==> config.mk <==
export PLATFORM = sky130hd
export DESIGN_NAME = router_rx_controller
export DESIGN_NICKNAME = d
export VERILOG_FILES = /design/src/rtl/router_rx_controller.sv
export SDC_FILE = /design/constraint.sdc
export NUM_CORES = 1
export LEC_CHECK = 0
export ABC_AREA = 1
export CAP_MARGIN = 15
export CORE_ASPECT_RATIO = 1.25
export CORE_UTILIZATION = 42
export CTS_CLUSTER_SIZE = 14
export DETAILED_ROUTE_END_ITERATION = 7
export GPL_ROUTABILITY_DRIVEN = 1
export PLACE_DENSITY_LB_ADDON = 0.2
export RECOVER_POWER = 100
export SYNTH_ARGS = -nofsm -noshare
export SYNTH_HDL_FRONTEND = slang
export SYNTH_SLANG_ARGS = --single-unit
==> constraint.sdc <==
create_clock -name clk -period 6.25 [get_ports clk]
set_input_delay 1.875 -clock clk [delete_from_list [all_inputs] [get_ports clk]]
set_output_delay 1.875 -clock clk [all_outputs]
set_load 0.1 [all_outputs]
==> src/rtl/router_rx_controller.sv <==
// rtl/router_rx_controller.sv - receive-side packet drain: decap trigger, header check, arbiter handshake, payload write
module router_rx_controller #(
  parameter int AURORA_DATA_WIDTH      = 64,
  parameter int ADDR_WIDTH             = 10,
  parameter int NUMBER_PACKET          = 19,
  parameter int RECOGNIZE_ROUTER_WIDTH = 2,
  parameter int PKT_WORDS              = 16
) (
  input  logic                              clk,
  input  logic                              rst_n,
  input  logic                              empty_output_port_0,
  output logic                              rd_output_port_0,
  input  logic [AURORA_DATA_WIDTH-1:0]      data_output_port_0,
  output logic                              start_decap_pkt,
  input  logic                              done_decap_pkt,
  input  logic [8:0]                        header_pkt_recv,
  input  logic [ADDR_WIDTH-1:0]             dst_addr_arbiter_recv,
  output logic                              arbiter_write_req,
  input  logic                              arbiter_write_gnt,
  output logic [ADDR_WIDTH-1:0]             arbiter_dst_addr,
  output logic                              mem_wr_en,
  output logic [ADDR_WIDTH-1:0]             mem_wr_addr,
  output logic [AURORA_DATA_WIDTH-1:0]      mem_wr_data,
  output logic                              rx_done,
  output logic                              rx_seq_err,
  output logic [RECOGNIZE_ROUTER_WIDTH-1:0] rx_src_router,
  output logic [1:0]                        rx_ttl
);

  localparam int CW = $clog2(PKT_WORDS + 1);

  typedef enum logic [2:0] {
    IDLE, START_DECAP, WAIT_DECAP, WRITE_REQ, WRITE_DATA, DONE
  } state_t;

  state_t                            state;
  logic [CW-1:0]                     rd_cnt;
  logic [CW-1:0]                     wr_cnt;
  logic [ADDR_WIDTH-1:0]             base_addr;
  logic [4:0]                        pkt_num;
  logic [4:0]                        exp_num;
  logic [1:0]                        ttl_q;
  logic [RECOGNIZE_ROUTER_WIDTH-1:0] src_q;

  // Read strobe reacts to the FIFO flag in the same cycle so a drained FIFO never over-reads.
  assign rd_output_port_0 = (state == WRITE_DATA) && !empty_output_port_0 &&
                            (rd_cnt < CW'(PKT_WORDS));
  // FIFO data arrives the cycle after the read, aligned with the registered write strobe.
  assign mem_wr_data = mem_wr_en ? data_output_port_0 : '0;
  assign mem_wr_addr = mem_wr_en ? base_addr + ADDR_WIDTH'(wr_cnt) : '0;

  always_ff @(posedge clk or negedge rst_n) begin
    if (!rst_n) begin
      state             <= IDLE;
      rd_cnt            <= '0;
      wr_cnt            <= '0;
      base_addr         <= '0;
      pkt_num           <= '0;
      exp_num           <= 5'd1;
      ttl_q             <= '0;
      src_q             <= '0;
      start_decap_pkt   <= 1'b0;
      arbiter_write_req <= 1'b0;
      arbiter_dst_addr  <= '0;
      mem_wr_en         <= 1'b0;
      rx_done           <= 1'b0;
      rx_seq_err        <= 1'b0;
      rx_src_router     <= '0;
      rx_ttl            <= '0;
    end else begin
      start_decap_pkt <= 1'b0;
      rx_done         <= 1'b0;
      rx_seq_err      <= 1'b0;
      mem_wr_en       <= rd_output_port_0;
      if (rd_output_port_0) rd_cnt <= rd_cnt + 1'b1;
      if (mem_wr_en)        wr_cnt <= wr_cnt + 1'b1;

      case (state)
        IDLE: begin
          if (!empty_output_port_0) begin
            state           <= START_DECAP;
            start_decap_pkt <= 1'b1;
          end
        end
        START_DECAP: state <= WAIT_DECAP;
        WAIT_DECAP: begin
          if (done_decap_pkt) begin
            base_addr         <= dst_addr_arbiter_recv;
            ttl_q             <= header_pkt_recv[8:7];
            pkt_num           <= header_pkt_recv[6:2];
            src_q             <= header_pkt_recv[RECOGNIZE_ROUTER_WIDTH-1:0];
            arbiter_write_req <= 1'b1;
            arbiter_dst_addr  <= dst_addr_arbiter_recv;
            rd_cnt            <= '0;
            wr_cnt            <= '0;
            state             <= WRITE_REQ;
          end
        end
        WRITE_REQ: begin
          if (arbiter_write_gnt) state <= WRITE_DATA;
        end
        WRITE_DATA: begin
          if (mem_wr_en && (wr_cnt == CW'(PKT_WORDS - 1))) begin
            state             <= DONE;
            arbiter_write_req <= 1'b0;
            arbiter_dst_addr  <= '0;
            rx_done           <= 1'b1;
            rx_seq_err        <= (pkt_num != exp_num);
            // Following the received number also resynchronises after a sequence error.
            exp_num           <= (pkt_num == 5'(NUMBER_PACKET)) ? 5'd1 : pkt_num + 5'd1;
            rx_src_router     <= src_q;
            rx_ttl            <= ttl_q;
          end
        end
        DONE:    state <= IDLE;
        default: state <= IDLE;
      endcase
    end
  end

endmodule

==> results.json, run 1 <==
{
  "firstDrtPassIters": 5,
  "grt_start_max_net_pins": 57,
  "final_nets": 749,
  "p_comb_share_pct": 56.8,
  "synth-edff-count": 0,
  "powerDensity_nw_per_um2": 381.5,
  "worstPathCellList": "dlygate4sd3_1, nor2_1, nand2_2, inv_1, clkbuf_1",
  "grt_pass1_wl_um": 15930,
  "violations": "capacitance limit, slew limit",
  "die_h_um": 101.4,
  "skew_ps": 9.853,
  "finalNonFillerCells": 744,
  "grt_pass1_vias": 3368,
  "finalMaxSlewViolations": 94,
  "slowest_delay_ps": 890,
  "critPathSlowestCell": "clkbuf_1",
  "postCtsSetupBuffers": 0,
  "switching_share_pct": 55.46,
  "hold_violations": 0,
  "yosysMostFrequentCell": "nand2_1",
  "drtIter0Drc": 158,
  "preCtsSetupSlack_ps": 1397,
  "diodes": 0,
  "core_area_um2": 7532,
  "drc": 0,
  "whs_ps": 474.4,
  "cts.path.max_buffers": 2,
  "drt_wl_total_um": 10400,
  "power.share.clock_pct": 11.4,
  "rsz0062_at_grt": "no",
  "dp_cells": 736,
  "io_pins": 182,
  "h-tree-depth": 2,
  "avgRoutedWirePerCell_um": 13.98,
  "ys.flop_type": "dfrtp_1",
  "synthArstFlopShare_pct": 100.0,
  "synth_seq_area_share_pct": 42.24,
  "ys_top_cells_by_count": "nand2_1 (180), inv_1 (96), dfrtp_1 (55), nor2_1 (25), o21ai_0 (23)",
  "power.internal_uw": 818.6,
  "r2r_end": "wr_cnt[0]",
  "cts_inserted_buffers": 5,
  "leakage_nw": 2.827,
  "required_ps": 4380,
  "hold_buffers": 0,
  "final_core_util_pct": 63.95,
  "syn-num-nets": 574,
  "r2r_cells": 6,
  "max_freq_mhz": 178.5,
  "cts_tree": "done",
  "root_buffer": "clkbuf_8",
  "worstSkewPairLatency_ps": 310,
  "vias": 3506,
  "syn_area_per_cell_um2": 6.976,
  "slew_headroom_pct": -92.57,
  "hold_path.class": "register to register",
  "regToRegSetupSlack_ps": 2480,
  "drive_gt1_share_pct": 3.374,
  "port_buffers": 181,
  "clock_sinks": 56,
  "period_needed_ps": 5604,
  "critPathLaunchType": "input port",
  "yosysTopAreaCell": "dfrtp_1",
  "ant_nets": 0,
  "worst_pin_slew_ps": 2888,
  "hold_path_end": "rx_ttl[1]",
  "synth_seq_cells": 56,
  "setup_slack_ps": 646.4,
  "grt.overflow.total": 0,
  "dpl.hpwl_um": 7993,
  "power_frac_seq_pct": 31.9,
  "drv_cap": 2,
  "clkTransAtPathRegs_ps": 90,
  "yosysUniqueCellTypes": 33,
  "cp_max_fo": 7,
  "rows": 35,
  "post-route-period-util_pct": 89.66,
  "crit_type": "input port to primary output",
  "setup_tns_ps": 0,
  "synth_area_leaders": "dfrtp_1 (41%), nand2_1 (20%), inv_1 (11%)",
  "cts.repair.resized": 0,
  "initial_core_util_pct": 44.09,
  "yosysWarnings": 0,
  "ir_worst_vdd_uv": 315.1,
  "die_area_um2": 8268,
  "status": "finished with violations",
  "die_width_um": 81.53,
  "via_per_inst": 4.712,
  "syn_area_um2": 3321,
  "power_switching_mw": 1.019,
  "area_growth_pct": 45.06,
  "cp.arrival_ps": 3730,
  "grt.total_usage_pct": 25.37,
  "min_delay_path_depth": 2,
  "antenna_found_initial": 0,
  "syn_inst": 476,
  "end_kind": "primary output",
  "yosysTopAreaCellShare_pct": 41.45,
  "r2r_start": "state[0]",
  "gp_congestion": 0.8592,
  "setup_viol": 0,
  "hold_path_startpoint": "rx_ttl[1]"
}
[flip-flops by register name, summed over array words and instances, names as in the netlist, 2 cells and up]
| register | flops |
|---|---|
| arbiter_dst_addr | 10 |
| state | 3 |
| rx_ttl | 2 |
| src_q | 2 |
| rx_src_router | 2 |
| rd_cnt | 5 |
| exp_num | 5 |
| wr_cnt | 5 |
| pkt_num | 5 |
| ttl_q | 2 |
| base_addr | 10 |
[routing by layer]
| metal | up-vias | share of wire (%) | GRT usage (%) |
|---|---|---|---|
| met1 | 1601 | 38 | 28.28 |
| met2 | 123 | 51 | 46.60 |
| met4 | 0 | 3.2 | 9.478 |
| met3 | 18 | 7.8 | 5.045 |
| li1 | 1764 | - | - |
| met5 | - | 0 | 0 |
[critical path: cells and delay by family]
family                 cells  cell delay [ps]
buffers and inverters      3             1620
and+or+nand+nor            2              230
[worst max path at each step]
stage | from | endpoint | slack, ps | cells after the start
2_1_floorplan | mem_wr_en | mem_wr_addr[3] | 1370 | 4
3_3_place_gp | empty_output_port_0 | rd_output_port_0 | 1410 | 5
3_5_place_dp | empty_output_port_0 | rd_output_port_0 | 1400 | 5
4_1_cts | wr_cnt[0] | mem_wr_addr[4] | 1190 | 10
5_1_grt | done_decap_pkt | wr_cnt[0] | 500 | 6
6_report | empty_output_port_0 | rd_output_port_0 | 650 | 5
[cells in the final DEF, fill, tap and decap left out, drive strengths merged]
| cell | instances |
|---|---|
| o21bai | 1 |
| clkdlybuf4s50 | 84 |
| xor2 | 5 |
| dfrtp | 55 |
| or2 | 1 |
| inv | 101 |
| nand3 | 18 |
| fa | 1 |
| and2 | 1 |
| nor2 | 30 |
| dfstp | 1 |
| nand2 | 184 |
| ha | 9 |
| clkbuf | 72 |
| dlygate4sd3 | 31 |
| o21ai | 28 |
| nand4 | 6 |
| o22ai | 2 |
| buf | 2 |
| nor3 | 1 |
| clkinv | 1 |
| xnor2 | 2 |
| nand2b | 1 |
| and3 | 1 |
| a21oi | 13 |
| a211oi | 1 |
[metrics by stage]
stage,cell area (µm²),total power [mW]
3_3_place_gp,4999,1.653
6_report,4817,1.838
2_1_floorplan,3321,1.396
5_1_grt,4817,1.965
4_1_cts,5095,1.896
3_5_place_dp,4999,1.682
[cell type report]
class                      count  area [µm²]
clock buffer                   6       82.58
sequential                    56        1403
inverter                     100       375.4
fill                         736        2715
tap                           92       115.1
multi-input combinational    305        1416
timing repair buffer         183        1411
clock inverter                 2       13.76
[power by group through the flow]
stage,Combinational (mW),Sequential (mW),Clock (mW)
after floorplan,0.575,0.821,0
after global placement,1.07,0.586,0
after detailed placement,1.09,0.591,0
after CTS,1.09,0.587,0.215
after global routing,1.13,0.605,0.230
final,1.04,0.586,0.209
[cell families after synthesis]
group,synth area share (%)
compound gates,7.461
buf+inv,14.24
simple gates,30.22
flops,42.24
fa+ha+maj,3.994
xor+xnor,1.846
(Power assumes the default switching activity.)
==> run 2, diff against run 1 <==
--- a/config.mk
+++ b/config.mk
@@ -7,8 +7,10 @@
 export LEC_CHECK = 0
 export ABC_AREA = 1
 export CAP_MARGIN = 15
+export CELL_PAD_IN_SITES_DETAIL_PLACEMENT = 0
+export CELL_PAD_IN_SITES_GLOBAL_PLACEMENT = 2
 export CORE_ASPECT_RATIO = 1.25
-export CORE_UTILIZATION = 42
+export CORE_UTILIZATION = 21
 export CTS_CLUSTER_SIZE = 14
 export DETAILED_ROUTE_END_ITERATION = 7
 export GPL_ROUTABILITY_DRIVEN = 1
@@ -17,3 +19,4 @@
 export SYNTH_ARGS = -nofsm -noshare
 export SYNTH_HDL_FRONTEND = slang
 export SYNTH_SLANG_ARGS = --single-unit
+export TNS_END_PERCENT = 10
==> results.json, run 2 (synthesis results as in run 1) <==
{
  "status": "finished with violations",
  "violations": "capacitance limit, slew limit",
  "area_growth_pct": 52.22,
  "skew_ps": 3.081,
  "antenna_found_initial": 0,
  "slowest_delay_ps": 890,
  "ant_nets": 0,
  "r2r_start": "state[0]",
  "placed_cell_area_um2": 5149,
  "ir_worst_vdd_uv": 249.4,
  "setup_viol": 0,
  "initial_core_util_pct": 21.42,
  "grt.total_usage_pct": 11.91,
  "grt_start_max_net_pins": 67,
  "worst_pin_slew_ps": 3085,
  "cts_tree": "done",
  "cts_inserted_buffers": 5,
  "layout_common_cells": "nand2_1 (180), inv_1 (98), clkdlybuf4s50_1 (84)",
  "diodes": 0,
  "drc": 0,
  "path_buf_inv": 3,
  "drive_gt1_share_pct": 3.681,
  "period_needed_ps": 5609,
  "cts.path.max_buffers": 2,
  "hold_buffers": 0,
  "gp_congestion": 0.8285,
  "vias": 3367,
  "mostFrequentLayoutCell": "nand2_1",
  "regToRegSetupSlack_ps": 2890,
  "crit_type": "input port to primary output",
  "power_switching_mw": 1.019,
  "fillers": 1747,
  "slew_headroom_pct": -105.7,
  "regArea_um2": 1404,
  "layout_top_registers": "arbiter_dst_addr x10, base_addr x10",
  "end_kind": "primary output",
  "port_buffers": 181,
  "power_frac_seq_pct": 29.7,
  "p_comb_share_pct": 53.0,
  "die_width_um": 114.5,
  "power.share.clock_pct": 17.3,
  "avgRoutedWirePerCell_um": 11.64,
  "fin_area_um2": 5055,
  "setup_tns_ps": 0,
  "grt_pass1_vias": 3154,
  "final_core_util_pct": 32.60,
  "die_area_um2": 16320,
  "rsz0062_at_grt": "no",
  "hold_path.class": "register to register",
  "h-tree-depth": 2,
  "max_freq_mhz": 178.3,
  "crit_path_start": "empty_output_port_0",
  "firstDrtPassIters": 4,
  "clock_sinks": 56,
  "drv_cap": 2,
  "hold_path_startpoint": "arbiter_dst_addr[1]",
  "cp.arrival_ps": 3730,
  "postCtsSetupBuffers": 0,
  "finalMaxSlewViolations": 94,
  "io_pins": 182,
  "worstSkewPairLatency_ps": 290,
  "grt.overflow.total": 0,
  "hold_violations": 0,
  "dpl.hpwl_um": 7603,
  "drtIter0Drc": 151,
  "worstPathCellList": "dlygate4sd3_1, nor2_1, nand2_2, inv_1, clkbuf_1",
  "grt_pass1_wl_um": 15270,
  "rows": 51,
  "critPathSlowestCell": "clkbuf_1",
  "core_area_um2": 15510,
  "whs_ps": 470.8,
  "powerDensity_nw_per_um2": 387.3,
  "cp_top_family": "buffers and inverters",
  "die_h_um": 142.6,
  "critPathLaunchType": "input port",
  "final_nets": 749,
  "root_buffer": "clkbuf_16",
  "power.internal_uw": 939.1,
  "cts.repair.resized": 0,
  "clkTransAtPathRegs_ps": 70,
  "multi_input_area_um2": 1416,
  "via_per_inst": 3.897,
  "cp_max_fo": 7,
  "required_ps": 4380,
  "leakage_nw": 2.864,
  "drt_wl_total_um": 10060,
  "post-route-period-util_pct": 89.74,
  "switching_share_pct": 52.03
}
## run 2: changes by cell type in the layout (fill, tap and decap cells not counted)
| cell | change |
|---|---|
| inv_6 | -1 |
| clkbuf_8 | -4 |
| clkinv_2 | -1 |
| bufinv_16 | +1 |
| clkbuf_16 | +5 |
| dfrtp_1 | -1 |
| inv_1 | -1 |
| dfrtp_2 | +1 |
| inv_2 | +1 |
## run 2: power groups by stage
stage	sequential (mW)	clock (mW)	combinational, mW
floorplan	0.821	0	0.575
global placement	0.591	0	1.09
detailed placement	0.588	0	1.09
CTS	0.584	0.354	1.09
global route	0.599	0.370	1.13
finish	0.581	0.339	1.04
## run 2: tightest hold or removal path, cell delays in order (launching register included)
cell and delay [ps]:
dfrtp_1 340, nand2_1 50, nand2_1 50
## run 2: stage by stage
| step | power, mW | std cells | setup slack, ps |
|---|---|---|---|
| final | 1.958 | 864 | 641.0 |
| after global routing | 2.095 | 864 | 532.7 |
| after CTS | 2.032 | 864 | 1187 |
| after detailed placement | 1.681 | 856 | 1391 |
| after global placement | 1.684 | 856 | 1375 |
| after floorplan | 1.396 | 476 | 1370 |
## run 2: metal layers
layer / GRT usage [%] / vias to the layer above / part of all wire (%)
li1: - / 1765 / -
met1: 13.84 / 1501 / 44
met2: 22.04 / 96 / 50
met3: 1.789 / 5 / 5.3
met4: 4.033 / 0 / 1.2
met5: 0 / - / 0
## run 2: worst paths after layout
path | cells past startpoint | to
max in group asynchronous | 2 | mem_wr_en
worst max-delay path | 5 | rd_output_port_0
worst min-delay path | 2 | arbiter_dst_addr[1]
worst max register to register | 6 | wr_cnt[0]
worst min register to register | 2 | arbiter_dst_addr[1]
min in group asynchronous | 2 | rx_done
## run 2: final cells by class
cell class	count	area share [%]
timing repair buffer	183	27.92
sequential	56	27.77
clock inverter	1	0.5941
multi-input combinational	305	28.02
tap	212	5.248
clock buffer	7	3.020
inverter	100	7.426
